### config.mk
export PLATFORM = sky130hd
export DESIGN_NAME = seq_calc
export DESIGN_NICKNAME = d
export VERILOG_FILES = /design/src/rtl/seq_calc.sv
export SDC_FILE = /design/constraint.sdc
export NUM_CORES = 1
export LEC_CHECK = 0
export CORE_MARGIN = 2
export CORE_UTILIZATION = 25
export DETAILED_ROUTE_END_ITERATION = 6
export GPL_TIMING_DRIVEN = 0
export SYNTH_ARGS = -nofsm -noshare
export SYNTH_HDL_FRONTEND = slang
export SYNTH_SLANG_ARGS = --single-unit
### constraint.sdc
create_clock -name clk -period 5.3 [get_ports clk]
set_input_delay 1.06 -clock clk [delete_from_list [all_inputs] [get_ports clk]]
set_output_delay 1.06 -clock clk [all_outputs]
set_load 0.005 [all_outputs]
### src/rtl/seq_calc.sv
// rtl/seq_calc.sv - registered signed calculator with handshakes, accumulator and shift-add multiply
module seq_calc #(
    parameter  int W  = 16,
    localparam int SW = $clog2(W)
) (
    input  logic         clk,
    input  logic         rst,
    input  logic         in_valid,
    output logic         in_ready,
    input  logic [2:0]   OP,
    input  logic         use_acc,
    input  logic [W-1:0] A,
    input  logic [W-1:0] B,
    output logic         out_valid,
    input  logic         out_ready,
    output logic [W-1:0] R,
    output logic         ovf,
    output logic         ovf_sticky,
    output logic [W-1:0] acc
);

    typedef enum logic [1:0] {S_IDLE, S_EXEC, S_MUL, S_DONE} state_t;

    localparam logic [2:0] OP_ADD = 3'b000;
    localparam logic [2:0] OP_SUB = 3'b001;
    localparam logic [2:0] OP_RSB = 3'b010;
    localparam logic [2:0] OP_ABA = 3'b011;
    localparam logic [2:0] OP_ABB = 3'b100;
    localparam logic [2:0] OP_MUL = 3'b101;
    localparam logic [2:0] OP_SHR = 3'b110;
    localparam logic [2:0] OP_CLR = 3'b111;

    state_t           state_q, state_d;
    logic [2:0]       op_q, op_d;
    logic [W-1:0]     a_q, a_d, b_q, b_d;
    logic [2*W-1:0]   mcand_q, mcand_d, prod_q, prod_d;
    logic [W-1:0]     mplier_q, mplier_d;
    logic             neg_q, neg_d;
    logic [SW-1:0]    cnt_q, cnt_d;
    logic [W-1:0]     r_q, r_d, acc_q, acc_d;
    logic             ovf_q, ovf_d, sticky_q, sticky_d;

    logic [W-1:0]     a_sel, sum, dab, dba, exec_r;
    logic             exec_o;
    logic [2*W-1:0]   partial, sprod;
    logic             mul_o;
    logic             load_res;
    logic [W-1:0]     res_r;
    logic             res_o;

    // Unsigned magnitude; the most negative value maps to 2^(W-1), which still fits in W bits.
    function automatic logic [W-1:0] mag(input logic [W-1:0] v);
        return v[W-1] ? (~v + 1'b1) : v;
    endfunction

    function automatic logic is_min(input logic [W-1:0] v);
        return v[W-1] & ~(|v[W-2:0]);
    endfunction

    assign a_sel = use_acc ? acc_q : A;
    assign sum   = a_q + b_q;
    assign dab   = a_q - b_q;
    assign dba   = b_q - a_q;

    always_comb begin
        exec_r = '0;
        exec_o = 1'b0;
        case (op_q)
            OP_ADD: begin
                exec_r = sum;
                exec_o = (a_q[W-1] == b_q[W-1]) && (sum[W-1] != a_q[W-1]);
            end
            OP_SUB: begin
                exec_r = dab;
                exec_o = (a_q[W-1] != b_q[W-1]) && (dab[W-1] != a_q[W-1]);
            end
            OP_RSB: begin
                exec_r = dba;
                exec_o = (a_q[W-1] != b_q[W-1]) && (dba[W-1] != b_q[W-1]);
            end
            OP_ABA: begin
                exec_r = mag(a_q);
                exec_o = is_min(a_q);
            end
            OP_ABB: begin
                exec_r = mag(b_q);
                exec_o = is_min(b_q);
            end
            OP_SHR:  exec_r = $signed(a_q) >>> b_q[SW-1:0];
            default: ;
        endcase
    end

    // One multiplier bit per cycle; the last step is folded into the cycle that leaves MUL.
    assign partial = prod_q + (mplier_q[0] ? mcand_q : '0);
    assign sprod   = neg_q ? (~partial + 1'b1) : partial;
    assign mul_o   = !((&sprod[2*W-1:W-1]) || ~(|sprod[2*W-1:W-1]));

    always_comb begin
        state_d  = state_q;
        op_d     = op_q;
        a_d      = a_q;
        b_d      = b_q;
        mcand_d  = mcand_q;
        mplier_d = mplier_q;
        prod_d   = prod_q;
        neg_d    = neg_q;
        cnt_d    = cnt_q;
        r_d      = r_q;
        ovf_d    = ovf_q;
        acc_d    = acc_q;
        sticky_d = sticky_q;
        load_res = 1'b0;
        res_r    = '0;
        res_o    = 1'b0;
        case (state_q)
            S_IDLE: begin
                if (in_valid) begin
                    op_d     = OP;
                    a_d      = a_sel;
                    b_d      = B;
                    mcand_d  = {{W{1'b0}}, mag(a_sel)};
                    mplier_d = mag(B);
                    prod_d   = '0;
                    neg_d    = a_sel[W-1] ^ B[W-1];
                    cnt_d    = '0;
                    state_d  = (OP == OP_MUL) ? S_MUL : S_EXEC;
                end
            end
            S_EXEC: begin
                load_res = 1'b1;
                res_r    = exec_r;
                res_o    = exec_o;
                state_d  = S_DONE;
            end
            S_MUL: begin
                prod_d   = partial;
                mcand_d  = mcand_q << 1;
                mplier_d = mplier_q >> 1;
                cnt_d    = cnt_q + SW'(1);
                if (cnt_q == SW'(W - 1)) begin
                    load_res = 1'b1;
                    res_r    = sprod[W-1:0];
                    res_o    = mul_o;
                    state_d  = S_DONE;
                end
            end
            S_DONE: begin
                if (out_ready) state_d = S_IDLE;
            end
            default: state_d = S_IDLE;
        endcase
        if (load_res) begin
            r_d   = res_r;
            ovf_d = res_o;
            if (op_q == OP_CLR) begin
                acc_d    = '0;
                sticky_d = 1'b0;
            end else begin
                acc_d    = res_r;
                sticky_d = sticky_q | res_o;
            end
        end
    end

    always_ff @(posedge clk) begin
        if (rst) begin
            state_q  <= S_IDLE;
            op_q     <= '0;
            a_q      <= '0;
            b_q      <= '0;
            mcand_q  <= '0;
            mplier_q <= '0;
            prod_q   <= '0;
            neg_q    <= 1'b0;
            cnt_q    <= '0;
            r_q      <= '0;
            ovf_q    <= 1'b0;
            acc_q    <= '0;
            sticky_q <= 1'b0;
        end else begin
            state_q  <= state_d;
            op_q     <= op_d;
            a_q      <= a_d;
            b_q      <= b_d;
            mcand_q  <= mcand_d;
            mplier_q <= mplier_d;
            prod_q   <= prod_d;
            neg_q    <= neg_d;
            cnt_q    <= cnt_d;
            r_q      <= r_d;
            ovf_q    <= ovf_d;
            acc_q    <= acc_d;
            sticky_q <= sticky_d;
        end
    end

    assign in_ready   = (state_q == S_IDLE);
    assign out_valid  = (state_q == S_DONE);
    assign R          = r_q;
    assign ovf        = ovf_q;
    assign ovf_sticky = sticky_q;
    assign acc        = acc_q;

endmodule

-- Word-level counts from Yosys, hierarchy flattened
Index checks and enable logic that the tools add are counted.
- add/subtract/negate cells: 10
- $mul: 0
- div/mod/pow operators: 0
- magnitude comparators: 0
- equality and inequality tests: 19
- shift-type cells: 1
- multiplexer cells: 30
- bitwise logic cells: 12
- reduce and logical (&&, ||, !) cells: 15
- operators with widths (operator ; number):
    $mux 16 ; 8
    $mux 32 ; 4
    $pmux 32 s2 ; 2
    $pmux 16 s6 ; 1
    $add 16x1->16 const B ; 4
    $not 16->16 ; 4
    $pmux 16 s2 ; 2
    $add 32x1->32 const B ; 1
    $add 32x32->32 ; 1
    $not 32->32 ; 1
    $sub 16x16->16 ; 2
    $reduce_or 15->1 ; 2
    $reduce_and 17->1 ; 1
    $reduce_or 17->1 ; 1
    $add 16x16->16 ; 1
    $sshr 16x4->16 ; 1
    $eq 3x3->1 const B ; 4
    $mux 2 ; 4
    $pmux 2 s4 ; 1
    $pmux 4 s2 ; 1
    $eq 3x2->1 const B ; 2
    $pmux 1 s5 ; 1
    $add 4x1->4 const B ; 1
    $eq 2x2->1 const B ; 2
    other kinds (22) ; 35
- flip-flop bits (word level): 156
- bits in latches: 0
- RAM bits: 0
- bits in read-only memories: 0
- output and inout bits: 36
- word-level logic and storage cells: 100
- memories: 0

-- Depth between registers and ports, before layout
- depth after elaboration: 13
- depth in mapped cells: 18

-- Least setup slack after synthesis
Ideal clock, no wire load.
- kind: register -> register
- start point: register mplier_q[0]
- end point: register ovf_q (netlist: ovf)
- setup time: 116 ps
- arrival time: 4285 ps
- required time: 5184 ps
- slack: 899 ps
- stages on the path, launching flop included: 18
- buffers on the path: 1
- clock period less this slack: 4401 ps
- path through: dfxtp_1 clkbuf_1 and2_1 ha_1 fa_1 a21o_1 a21oi_1 xnor2_1 or3_4 or4_4 nor4b_4 and3_1 nand3_1 o311a_1 nor4_1 and4b_1 a41oi_2 a41o_1
- word-level cells in the longest chain between the ends: 11
- RTL lines (item ; line ; source):
    start, declared ; 37 ; logic [W-1:0] mplier_q, mplier_d;
    start signal, assigned ; 187 ; mplier_q <= mplier_d;
    $mux 32 (*) ; 95 ; assign partial = prod_q + (mplier_q[0] ? mcand_q : '0);
    $add 32x32->32 (*) ; 95 ;
    $not 32->32 ; 96 ; assign sprod = neg_q ? (~partial + 1'b1) : partial;
    $add 32x1->32 ; 96 ;
    $mux 32 (*) ; 96 ;
    $reduce_or 17->1 ; 97 ; assign mul_o = !((&sprod[2*W-1:W-1]) || ~(|sprod[2*W-1:W-1]));
    $not 1->1 ; 97 ;
    $logic_or 1x1->1 (*) ; 97 ;
    $logic_not 1->1 (*) ; 97 ;
    $mux 1 (*) ; 141 ; if (cnt_q == SW'(W - 1)) begin
    $pmux 1 s2 (*) ; 116 ; case (state_q)
    end signal, assigned ; 192 ; ovf_q <= ovf_d;
    end, declared ; 41 ; logic ovf_q, ovf_d, sticky_q, sticky_d;
Mark *: on every way between the ends. The rest lies on a longest branch, timed or not.
A chain may end at the register's enable or synchronous reset.

-- Worst setup path in the final report
Same ends and word-level chain as after synthesis.

==> results.txt <==
Layout Cells excl Fill = 2,602
Die H = 235.5 um
Final core utilization = 29.83%
Post-synth top flop = dfxtp_1
Worst-path clk slew = 0.07 ns
Skew-Pair Late Insertion Delay = 0.46 ns
Post-synth top area cell = dfxtp_1
Status = finished with violations
Slowest-stage cell, CP = nor4_2
Final hold vios = 0
Count leader, synth = nor2_1
CP required = 5.65 ns
EDFF count, synth = 0
TritonCTS buffer count = 17
Routability congestion estimate = 0.9590
Flops & latches, synth = 156
P&R area growth vs syn = 17.48%
CP max stage delay = 0.51 ns
Top cells by area, synth = dfxtp_1, ha_1, nor2_1, xnor2_1, nand2_1
Tightest Hold Check Type = reg -> reg
Vias in the first global route = 13,622
Least-Margin Pin Slew = 0.9529 ns
Post-CTS Hold Buffers = 0
CP Class = reg -> reg
Die width = 235.5 um
Syn Nets = 1,934
Fmax = 196.4 MHz
H-tree depth = 4
Skew final = 0.01824 ns
Final HPWL DP = 42,550 um
Fin crit share = 96.08%
GR Overflow Total = 0
Initial core utilization = 25.39%
Combinational family with the most area after synthesis = compound AO/OA/AOI/OAI gates
Post-DRT Antenna Nets = 0
HP Start = mplier_q[5]
Asr flop ratio synth = 0%
Pwr dens = 389.2 nW/um^2
LEAKAGE = 5.885 nW
Clock Root Buffer = clkbuf_16
CP endpoint kind = flop
Adder-Cell Fraction of Synth Area = 8.629%
Filler Cell Count = 5,745
Worst path bufs/invs = 1
Pwr Total = 6.126 mW
Post-Synth Simple-Gate Area = 21.98%
Die ar. = 55,460 um^2
Core Area = 52,760 um^2
# IOs = 76
DR vias/cell = 5.429
Critical Path AT = 5.44 ns
Diode count = 0
Largest net degree at the start of global routing = 17
Cell Chain, Critical Path = buf_2, and2_1, ha_1, fa_1, a21o_1, a22o_1, o21a_1, a21o_1, mux2i_1, nor4_2, nor4b_4, nand2_1, o41ai_2, xor2_1, nor3_1, a41oi_2, a41o_1
Final WL = 53,240 um
Vias = 14,127
Final Max Tran Viols = 0
Mapped cell area = 13,400 um^2
Top-area cell type share of the netlist area = 23.31%
Post-Synthesis Cells = 1,804
First-pass GRT wire length = 80,610 um
Antenna violations before repair = 1
GRT Overall Usage = 18.57%
VDD IR max = 0.2207 mV
Max Cap Viol = 0
CTS tree = built
DR DRC count = 6
Wire per inst = 20.46 um
TritonRoute pass-1 iters = 7
Mapped Avg Cell Area = 7.427 um^2
Iter 0 DRT Violations = 1,145
Reg2reg start = mplier_q[0]
Failing checks = design-rule violations
Clk sinks = 156
Xor and xnor area share after synthesis = 8.237%
Mux cell area share after synthesis = 3.801%
Most instantiated cells after synthesis = nor2_1, nand2_1, dfxtp_1
CP startpoint = mplier_q[0]
Layout cells sized above 1 = 5.225%
Post-synthesis sequential area ratio = 23.31%
Rows = 84
CP dominant cell by count = a21o_1
Final nets = 2,031
Final critical-path required period = 5.092 ns
Crit path max fanout = 10
Synth warnings = 0
Area fraction in compound gates after synthesis = 28.68%
Placed Instances = 2,565
Port bufs = 73
Rel. slew slack = 36.24%
Critical Path Source Type = flop
Clock buffer depth = 2
Min Hold Slack = 0.4527 ns
Distinct cells, synth = 86
Setup violators final = 0
CP top delay family = compound AO/OA/AOI/OAI gates
[power by group]
part           total [mW]  switching [mW]  internal, mW
Combinational        3.22            2.09          1.13
Clock                1.33           0.566         0.765
Sequential           1.57           0.249          1.32
[logic make-up after synthesis]
logic type,count (synthesis)
simple gates,621
mux,43
xor+xnor,126
compound gates,579
buf+inv,189
fa+ha+maj,90
flops,156
[placed cells by master (no fill, tap or decap), types with 41 or more instances in the layout]
cell type        synthesis  routed
a21oi_1                136     136
and2_1                  41      41
dfxtp_1                156     155
inv_1                   75      75
ha_1                    86      86
nand2_1                193     193
o21ai_0                125     125
clkbuf_1                99      94
a22oi_1                 65      65
nor2_1                 204     204
nor3_1                  46      43
xnor2_1                 86      85
clkdlybuf4s50_1          0      73
[area by class of cell]
cell class                      instances  area (um^2)  area share [%]
Multi-Input combinational cell       1459         9642           61.26
Sequential cell                       156         3124           19.85
Tap cell                              688        860.8           5.469
Timing Repair Buffer                   78        768.2           4.881
Clock buffer                           19        442.9           2.814
Buffer                                112        436.7           2.774
Inverter                               77        289.0           1.836
Clock inverter                         13        176.4           1.121
[flip-flops by register name, indices dropped and copies added, names as in the netlist]
signal      count
acc            16
ovf             1
neg_q           1
cnt_q           4
b_q            16
ovf_sticky      1
a_q            16
prod_q         32
mcand_q        32
R              16
op_q            3
state_q         2
mplier_q       16
[worst min-delay path: cells and delay by family, from the launching register on]
kind	cells	cell delay, ns
and+or+nand+nor	1	0.05
DFF	1	0.31
AOI/OAI and AO/OA	1	0.05
[final timing paths]
path	slack, ns	to	cells past startpoint
worst min register to register	0.45	mplier_q[5]	2
worst max-delay path	0.21	ovf	17
worst min-delay path	0.45	mplier_q[5]	2
worst max register to register	0.21	ovf	17
[per-layer routing]
metal	vias to the layer above	routed length [um]	GRT usage, %
met1	6802	22950	23.54
li1	6715	-	-
met5	-	12	0
met2	511	25400	32.18
met4	2	1757	6.408
met3	97	3121	2.568
[metrics by stage]
step	setup TNS (ns)	worst slack [ns]	cell area (um^2)
6_report	0	0.2076	15740
5_1_grt	-0.03704	-0.02994	15740
4_1_cts	0	0.01049	15670
3_5_place_dp	-2.234	-0.4058	14990
3_3_place_gp	-1.832	-0.3808	14990
2_1_floorplan	0	0.8991	13400
[what timing repair did]
item,CTS,global route
buffers inserted,2,3
gates resized for setup,10,15
setup endpoints to repair,8,7
pin swaps,2,3
(Power assumes the default switching activity.)
